## src/rtl/mem_arbiter.sv

```systemverilog
// Two-master (I-cache, D-cache) to one-slave Wishbone arbiter.
// One cache owns memory for a whole line transfer. The owner's ack/rty are
// forwarded only to it. Simultaneous requests are resolved round-robin
// against the last master served. At least one idle bus cycle separates
// transactions.
module mem_arbiter #(
    parameter int ADDR_W = 32,
    parameter int DATA_W = 128
) (
    input  logic              clk,
    input  logic              rst_n,
    // I-cache port
    input  logic              i_cyc,
    input  logic              i_stb,
    input  logic              i_we,
    input  logic [ADDR_W-1:0] i_adr,
    input  logic [DATA_W-1:0] i_dat_w,
    output logic              i_ack,
    output logic              i_rty,
    // D-cache port
    input  logic              d_cyc,
    input  logic              d_stb,
    input  logic              d_we,
    input  logic [ADDR_W-1:0] d_adr,
    input  logic [DATA_W-1:0] d_dat_w,
    output logic              d_ack,
    output logic              d_rty,
    // read data broadcast to both caches
    output logic [DATA_W-1:0] dat_r,
    // memory port
    output logic              mem_cyc,
    output logic              mem_stb,
    output logic              mem_we,
    output logic [ADDR_W-1:0] mem_adr,
    output logic [DATA_W-1:0] mem_dat_w,
    input  logic              mem_ack,
    input  logic              mem_rty,
    input  logic [DATA_W-1:0] mem_dat_r
);

    typedef enum logic [1:0] {
        ST_IDLE  = 2'd0,
        ST_GNT_I = 2'd1,
        ST_GNT_D = 2'd2,
        ST_GAP   = 2'd3
    } state_t;

    // r_last: master that most recently finished (1'b0 = I, 1'b1 = D)
    state_t r_state;
    state_t w_state_nxt;
    logic   r_last;
    logic   w_last_nxt;

    logic   w_req_i;
    logic   w_req_d;
    logic   w_term;

    assign w_req_i = i_cyc & i_stb;
    assign w_req_d = d_cyc & d_stb;
    // ack and rty together are a single termination
    assign w_term  = mem_ack | mem_rty;

    // Memory read data goes to both caches; each qualifies it with its own ack
    assign dat_r = mem_dat_r;

    // Grant state and round-robin history registers
    always_ff @(posedge clk or negedge rst_n) begin
        if (!rst_n) begin
            r_state <= ST_IDLE;
            r_last  <= 1'b0;
        end else begin
            r_state <= w_state_nxt;
            r_last  <= w_last_nxt;
        end
    end

    // Arbitration, grant exit and combinational routing of the granted master
    always_comb begin
        w_state_nxt = r_state;
        w_last_nxt  = r_last;
        mem_cyc     = 1'b0;
        mem_stb     = 1'b0;
        mem_we      = 1'b0;
        mem_adr     = {ADDR_W{1'b0}};
        mem_dat_w   = {DATA_W{1'b0}};
        i_ack       = 1'b0;
        i_rty       = 1'b0;
        d_ack       = 1'b0;
        d_rty       = 1'b0;

        case (r_state)
            ST_IDLE, ST_GAP: begin
                // Stray mem_ack/mem_rty here are dropped by the defaults above
                if (w_req_i && w_req_d) begin
                    // Tie: serve whichever master did not go last
                    if (r_last) begin
                        w_state_nxt = ST_GNT_I;
                    end else begin
                        w_state_nxt = ST_GNT_D;
                    end
                end else if (w_req_i) begin
                    w_state_nxt = ST_GNT_I;
                end else if (w_req_d) begin
                    w_state_nxt = ST_GNT_D;
                end else begin
                    w_state_nxt = ST_IDLE;
                end
            end

            ST_GNT_I: begin
                mem_cyc   = i_cyc;
                mem_stb   = i_stb;
                mem_we    = i_we;
                mem_adr   = i_adr;
                mem_dat_w = i_dat_w;
                i_ack     = mem_ack;
                i_rty     = mem_rty;
                // Completion or abort (cyc dropped) both release the bus
                if (w_term || !i_cyc) begin
                    w_state_nxt = ST_GAP;
                    w_last_nxt  = 1'b0;
                end else begin
                    w_state_nxt = ST_GNT_I;
                end
            end

            ST_GNT_D: begin
                mem_cyc   = d_cyc;
                mem_stb   = d_stb;
                mem_we    = d_we;
                mem_adr   = d_adr;
                mem_dat_w = d_dat_w;
                d_ack     = mem_ack;
                d_rty     = mem_rty;
                if (w_term || !d_cyc) begin
                    w_state_nxt = ST_GAP;
                    w_last_nxt  = 1'b1;
                end else begin
                    w_state_nxt = ST_GNT_D;
                end
            end

            default: begin
                w_state_nxt = ST_IDLE;
                w_last_nxt  = 1'b0;
            end
        endcase
    end

endmodule

```

## config.mk

```make
export PLATFORM = sky130hd
export DESIGN_NAME = mem_arbiter
export DESIGN_NICKNAME = d
export VERILOG_FILES = /design/src/rtl/mem_arbiter.sv
export SDC_FILE = /design/constraint.sdc
export NUM_CORES = 1
export LEC_CHECK = 0
export CAP_MARGIN = 0
export CORE_AREA = 2 2 297 299
export DETAILED_ROUTE_END_ITERATION = 6
export DIE_AREA = 0 0 299 301
export PLACE_DENSITY_LB_ADDON = 0.3
export SLEW_MARGIN = 20
export SYNTH_ARGS = -nofsm -noshare
export SYNTH_HDL_FRONTEND = slang
export SYNTH_SLANG_ARGS = --single-unit
```

## constraint.sdc

```tcl
create_clock -name clk -period 2.1 [get_ports clk]
set_input_delay 0.63 -clock clk [delete_from_list [all_inputs] [get_ports clk]]
set_output_delay 0.63 -clock clk [all_outputs]
set_load 0.005 [all_outputs]
```

==> impl_metrics.tcl, run 1 <==
set metrics [dict create \
    layout-drive-gt1-share_pct 56.0 \
    r2r-start "r_state[1]" \
    status "complete, but fails checks" \
    holdCritPathClass "reg2reg" \
    r2r-end "r_last" \
    routed_wl_um 43800 \
    rsz0062_at_grt "yes" \
    cp_num_buf_inv 6 \
    worst_ep_arrival_time_ns 1.89 \
    fill_cells 9825 \
    dieWidth_um 299 \
    cp_cell_sequence "buf_6 -> ha_4 -> buf_6 -> clkbuf_16 -> buf_6 -> buf_6 -> a22oi_2 -> nor2_1 -> buf_2" \
    crit_family "buffers and inverters" \
    ys_seq_area_share_pct 2.25 \
    violations "negative setup slack" \
    hp-start "r_last" \
    tns_ns -49.26 \
    cp-start-kind "flip-flop" \
    finalCriticalPeriod_ns 2.52 \
    ys_warn_count 0 \
    drc_errors 0 \
    drt-initial-drc-count 281 \
    dr_total_vias 6431 \
    netlist_instances 534 \
    htree_num_levels 1 \
    multi_input_area_mm2 0.00318 \
    ir_drop_v 0.000784 \
    max_freq_ghz 0.397 \
    area_growth_syn_to_layout_pct 275 \
    cp_max_fo 6 \
    power_mw 20.3 \
    routed_via_density 2.88 \
    synthTopCellsByArea "a22oi_1 (37%), buf_4 (31%), nor2_1 (19%)" \
    clock-skew-final_ns 0.00222 \
    synth_nets 995 \
    critPathMaxStageDelay_ns 0.39 \
    synth_top_area_share_pct 36.7 \
    drtPass1Iterations 4 \
    maxCapViolCount 0 \
    start_util_pct 3.85 \
    tightest_slew_ns 0.387 \
    leakagePower_nw 4.82 \
    synth_largest_area_cell "a22oi_1" \
    cts_sinks 3 \
    regArea_um2 76.3 \
    reg2regPathDepth 10 \
    grt_overflow 0 \
    cts_buffers 3 \
    clk_path_buf_depth 2 \
    synth_area_mm2 0.00333 \
    routedWlPerCell_um 19.6 \
    cts_tree "done" \
    grt_pass1_vias 6139 \
    cp_common_cell "buf_6" \
    dieHeight_um 301 \
    ios 753 \
    syn_avg_cell_area_um2 6.24 \
    synth-seq-cells 3 \
    hold_viol 0 \
    power.density_mw_per_mm2 1630 \
    min_period_over_period_pct 120 \
    setup_viol 166 \
    crit_required_ns 1.47 \
    fin_ws_ns -0.418 \
    cp_slowest_cell "dfrtp_1" \
    grt_first_pass_wirelength_um 47400 \
    yosys.cell_types.count 22 \
    reg2reg_slack_ns -0.02 \
    grt_max_degree 37 \
    worst-setup-path-type "reg2out" \
    path_clk_slew_ns 0.03 \
    cts.hold.buffers_added 0 \
    nets 1535 \
    drv_slew 0 \
    core-area_mm2 0.0865 \
    port_buffers 496 \
    hold_depth 1 \
    grt_usage_pct 7.51 \
    cts-root-buf "clkbuf_16" \
    gp_congestion 0.829 \
    end_kind "output port" \
    clkLatencyLatePin_ns 0.22 \
    hold_end "r_last" \
    dp_hpwl_um 29300 \
    slew_headroom_pct 74.2 \
    rows 108 \
    antenna_found_initial 7 \
    dieArea_mm2 0.0900 \
    ant_nets 0 \
]
==> logic make-up (layout without fill, tap and decap cells) <==
group                    Yosys count  count (layout)  share of synthesized area (%)
buffers and inverters            186             725                           37.8
adder cells (fa/ha/maj)            3               3                           1.13
flip-flops                         3               3                           2.25
multiplexers                       1               1                          0.338
AND/OR/NAND/NOR                  171             171                           19.7
other                              0               4                              0
AO/OA/AOI/OAI                    170             170                           38.7
==> synth_stat cells (all sizes together) <==
cell	n
a21bo	1
a21boi	1
a22oi	164
and2	4
and3	1
buf	173
clkbuf	11
dfrtp	3
ha	3
inv	2
mux2	1
nand2	1
nor2	165
o211ai	1
o21ai	1
o31a	1
o32ai	1
==> final cells by class <==
cell class / count / share of cell area (%)
antenna: 4 / 0.0802
tap: 1155 / 11.6
sequential: 3 / 0.611
multi-input combinational: 345 / 25.5
timing repair buffer: 719 / 61.6
inverter: 2 / 0.0601
clock buffer: 4 / 0.631
==> where the power goes <==
part / total [mW] / internal, mW / leakage [nW] / switching, mW
Combinational: 19.9 / 10.9 / 4.75 / 9.01
Clock: 0.302 / 0.250 / 0.0382 / 0.0512
Sequential: 0.123 / 0.0909 / 0.0359 / 0.0317
==> through the flow <==
step / utilization [%] / hold WS [ns] / setup WS [ns] / instances / cell area (um2)
after floorplan: - / 0.334 / 0.179 / 534 / 3330
after global placement: 10.8 / 0.519 / -0.653 / 2066 / 9350
after detailed placement: 10.8 / 0.521 / -0.653 / 2066 / 9350
after CTS: 11.5 / 0.531 / -0.616 / 2094 / 9950
after global routing: 14.4 / 0.557 / -0.501 / 2232 / 12500
final: 14.4 / 0.527 / -0.418 / 2232 / 12500
==> repair_timing <==
item	4_1_cts	5_1_grt
pin swaps	22	103
setup buffers	14	115
cloned	10	30
hold endpoints to repair	0	0
gates resized for setup	248	610
setup endpoints to repair	167	167
==> per-layer routing <==
layer  routed length [um]  track usage [%]  share of wire, %
met1                16200             8.54                37
met2                20100             11.9                46
met3                 4890             3.61                11
met4                 2550             3.36               5.8
met5                   13                0             0.030
==> state kept, by name, summed over array words and instances (netlist names) <==
| name | cells |
|---|---|
| r_last | 1 |
| r_state | 2 |
==> worst max-delay path by stage <==
stage | cells after the start | start | slack [ns] | end
4_1_cts | 5 | d_dat_w[65] | -0.62 | mem_dat_w[65]
3_3_place_gp | 5 | d_dat_w[64] | -0.65 | mem_dat_w[64]
5_1_grt | 9 | r_state[0] | -0.50 | mem_dat_w[83]
6_report | 9 | r_state[0] | -0.42 | mem_dat_w[89]
2_1_floorplan | 5 | r_state[1] | 0.18 | mem_adr[0]
3_5_place_dp | 5 | d_dat_w[64] | -0.65 | mem_dat_w[64]
==> cell usage in the layout, fill, tap and decap left out, types with 2 or more instances in the layout <==
cell type        instances
a22oi_1                 28
nor2_2                  30
a22oi_2                136
clkbuf_16               26
clkdlybuf4s50_1        327
and2_2                   2
clkbuf_2                48
buf_4                   89
dlymetal6s2s_1          17
nor2_4                  52
dlygate4sd2_1            5
ha_4                     3
buf_2                   63
inv_2                    2
diode_2                  4
buf_6                   64
nor2_1                  83
buf_8                   22
buf_12                  47
dfrtp_1                  2
buf_16                  13
Note: power is estimated with default switching activity, not from simulation.
==> inputs of run 2 (changes only) <==
- CORE_AREA: 2 2 297 299 -> 2 2 289 291
- DIE_AREA: 0 0 299 301 -> 0 0 291 293
- clock period: 2.1 -> 3.2 ns (I/O delays scaled with it)
==> run 2 against run 1 <==
  * The run now ends clean
  * Sequential cell count unchanged
  * Cell count decreased by 11%
  * Non-clock buffer count shrank 169
  * Critical path depth fell by 5
  * Wire length fell by 15%
  * Critical endpoint is now mem_dat_w[21]
  * Largest power group unchanged
==> impl_metrics.tcl, run 2 (synthesis results as in run 1) <==
set metrics [dict create \
    cts-root-buf "clkbuf_16" \
    path_clk_slew_ns 0.03 \
    ios 753 \
    regArea_um2 75.1 \
    leakagePower_nw 3.41 \
    layout-drive-gt1-share_pct 11.9 \
    largest_reg_flops 2 \
    grt_usage_pct 7.99 \
    r2r-end "r_last" \
    cts.hold.buffers_added 0 \
    reg2regPathDepth 7 \
    start_util_pct 4.07 \
    status "complete, no violations" \
    min_period_over_period_pct 98.8 \
    maxCapViolCount 0 \
    drt-initial-drc-count 210 \
    grt_first_pass_wirelength_um 48000 \
    dieWidth_um 291 \
    clkLatencyLatePin_ns 0.22 \
    multi_input_area_mm2 0.00212 \
    hp-start "r_last" \
    slew_headroom_pct 70.6 \
    htree_num_levels 1 \
    critPathMaxStageDelay_ns 0.45 \
    crit_start "d_dat_w[21]" \
    crit_required_ns 2.24 \
    gp_congestion 0.754 \
    crit_cells 4 \
    cp_slowest_cell "clkdlybuf4s50_1" \
    nets 1366 \
    fill_cells 9460 \
    final_area_mm2 0.00936 \
    endpoint "mem_dat_w[21]" \
    worst_ep_arrival_time_ns 2.20 \
    tightest_slew_ns 0.440 \
    cp-start-kind "primary input" \
    cp_cell_sequence "clkdlybuf4s50_1 -> a22oi_1 -> nor2_1 -> clkdlybuf4s50_1" \
    dp_hpwl_um 30800 \
    area_growth_syn_to_layout_pct 181 \
    max_freq_ghz 0.316 \
    worst-setup-path-type "in2out" \
    cts_buffers 3 \
    regMostFlops "r_state" \
    routed_wl_um 37300 \
    rsz0062_at_grt "yes" \
    cp_common_cell "clkdlybuf4s50_1" \
    grt_max_degree 56 \
    r2r-start "r_state[1]" \
    final_common_cell "clkdlybuf4s50_1" \
    cts_tree "done" \
    clock-skew-final_ns 0.000376 \
    end_kind "output port" \
    port_buffers 496 \
    rows 105 \
    finalCriticalPeriod_ns 3.16 \
    drtPass1Iterations 4 \
    drv_slew 0 \
    utilization_pct 11.4 \
    reg2reg_slack_ns 1.38 \
    crit_family "buffers and inverters" \
    drc_errors 0 \
    dr_total_vias 5555 \
    dieArea_mm2 0.0853 \
    dp_cells 1959 \
    grt_overflow 0 \
    postPlaceCellArea_mm2 0.00899 \
    core-area_mm2 0.0818 \
    power.density_mw_per_mm2 803 \
    ir_drop_v 0.000485 \
    grt_pass1_vias 6016 \
    routedWlPerCell_um 18.9 \
    routed_via_density 2.81 \
    cts_sinks 3 \
    cp_num_buf_inv 2 \
    layout_common_cells "clkdlybuf4s50_1 (421), nor2_1 (157), a22oi_1 (150), dlygate4sd2_1 (44), buf_4 (39)" \
    cp_max_fo 1 \
    holdCritPathClass "reg2reg" \
    setup_viol 0 \
    fin_cells 1977 \
    top_regs "r_state (2), r_last (1)" \
    clk_path_buf_depth 2 \
    ant_nets 0 \
    dieHeight_um 293 \
    hold_viol 0 \
    antenna_found_initial 2 \
]
[run 2: worst min-delay path by stage]
stage / to / slack (ns) / cells after the start
floorplan: r_last / 0.48 / 1
global placement: r_last / 0.52 / 1
detailed placement: r_last / 0.51 / 1
CTS: r_last / 0.52 / 1
global route: r_last / 0.55 / 1
finish: r_last / 0.52 / 1
[run 2: worst reg2reg max path: stages (launching register included)]
cell and delay [ns]:
dfrtp_1 0.43, inv_1 0.12, ha_4 0.20, buf_16 0.19, a22oi_2 0.09, buf_4 0.14
o32ai_2 0.20, mux2_1 0.34
[run 2: layout make-up]
type,instances,area share [%]
Timing Repair Buffer,550,61.2
Multi-Input combinational cell,345,22.6
Tap cell,1070,14.3
Clock buffer,4,0.842
Sequential cell,3,0.802
Inverter,2,0.0802
Antenna cell,3,0.0802
[run 2: report_power, final]
| group | switching, mW | total, mW | internal (mW) |
|---|---|---|---|
| clock network | 0.0368 | 0.201 | 0.165 |
| logic | 3.73 | 7.24 | 3.50 |
| registers | 0.0184 | 0.0767 | 0.0583 |
| total | 3.79 | 7.51 | 3.73 |
[run 2: per-layer routing]
layer	global-route usage (%)	part of all wire [%]	vias up
met4	2.43	2.8	2
met5	0	0.035	-
met3	2.19	8.4	62
met2	13.5	46	437
li1	-	-	2507
met1	9.84	43	2547
[run 2: what timing repair did]
action / 4_1_cts / 5_1_grt
pin swaps: 12 / 3
buffers inserted: 5 / 2
resized for setup: 73 / 15
setup endpoints to repair: 82 / 40
cloned: 2 / 2
[run 2: per-stage QoR]
| step | setup WS, ns | setup TNS (ns) | hold WS, ns | power, mW |
|---|---|---|---|---|
| 4_1_cts | -0.0279 | -0.0541 | 0.522 | 7.62 |
| 3_3_place_gp | -0.242 | -3.67 | 0.518 | 7.15 |
| 6_report | 0.0373 | 0 | 0.519 | 7.51 |
| 3_5_place_dp | -0.208 | -3.33 | 0.512 | 7.16 |
| 5_1_grt | -0.0133 | -0.0133 | 0.553 | 8.13 |
| 2_1_floorplan | 0.949 | 0 | 0.480 | 2.70 |
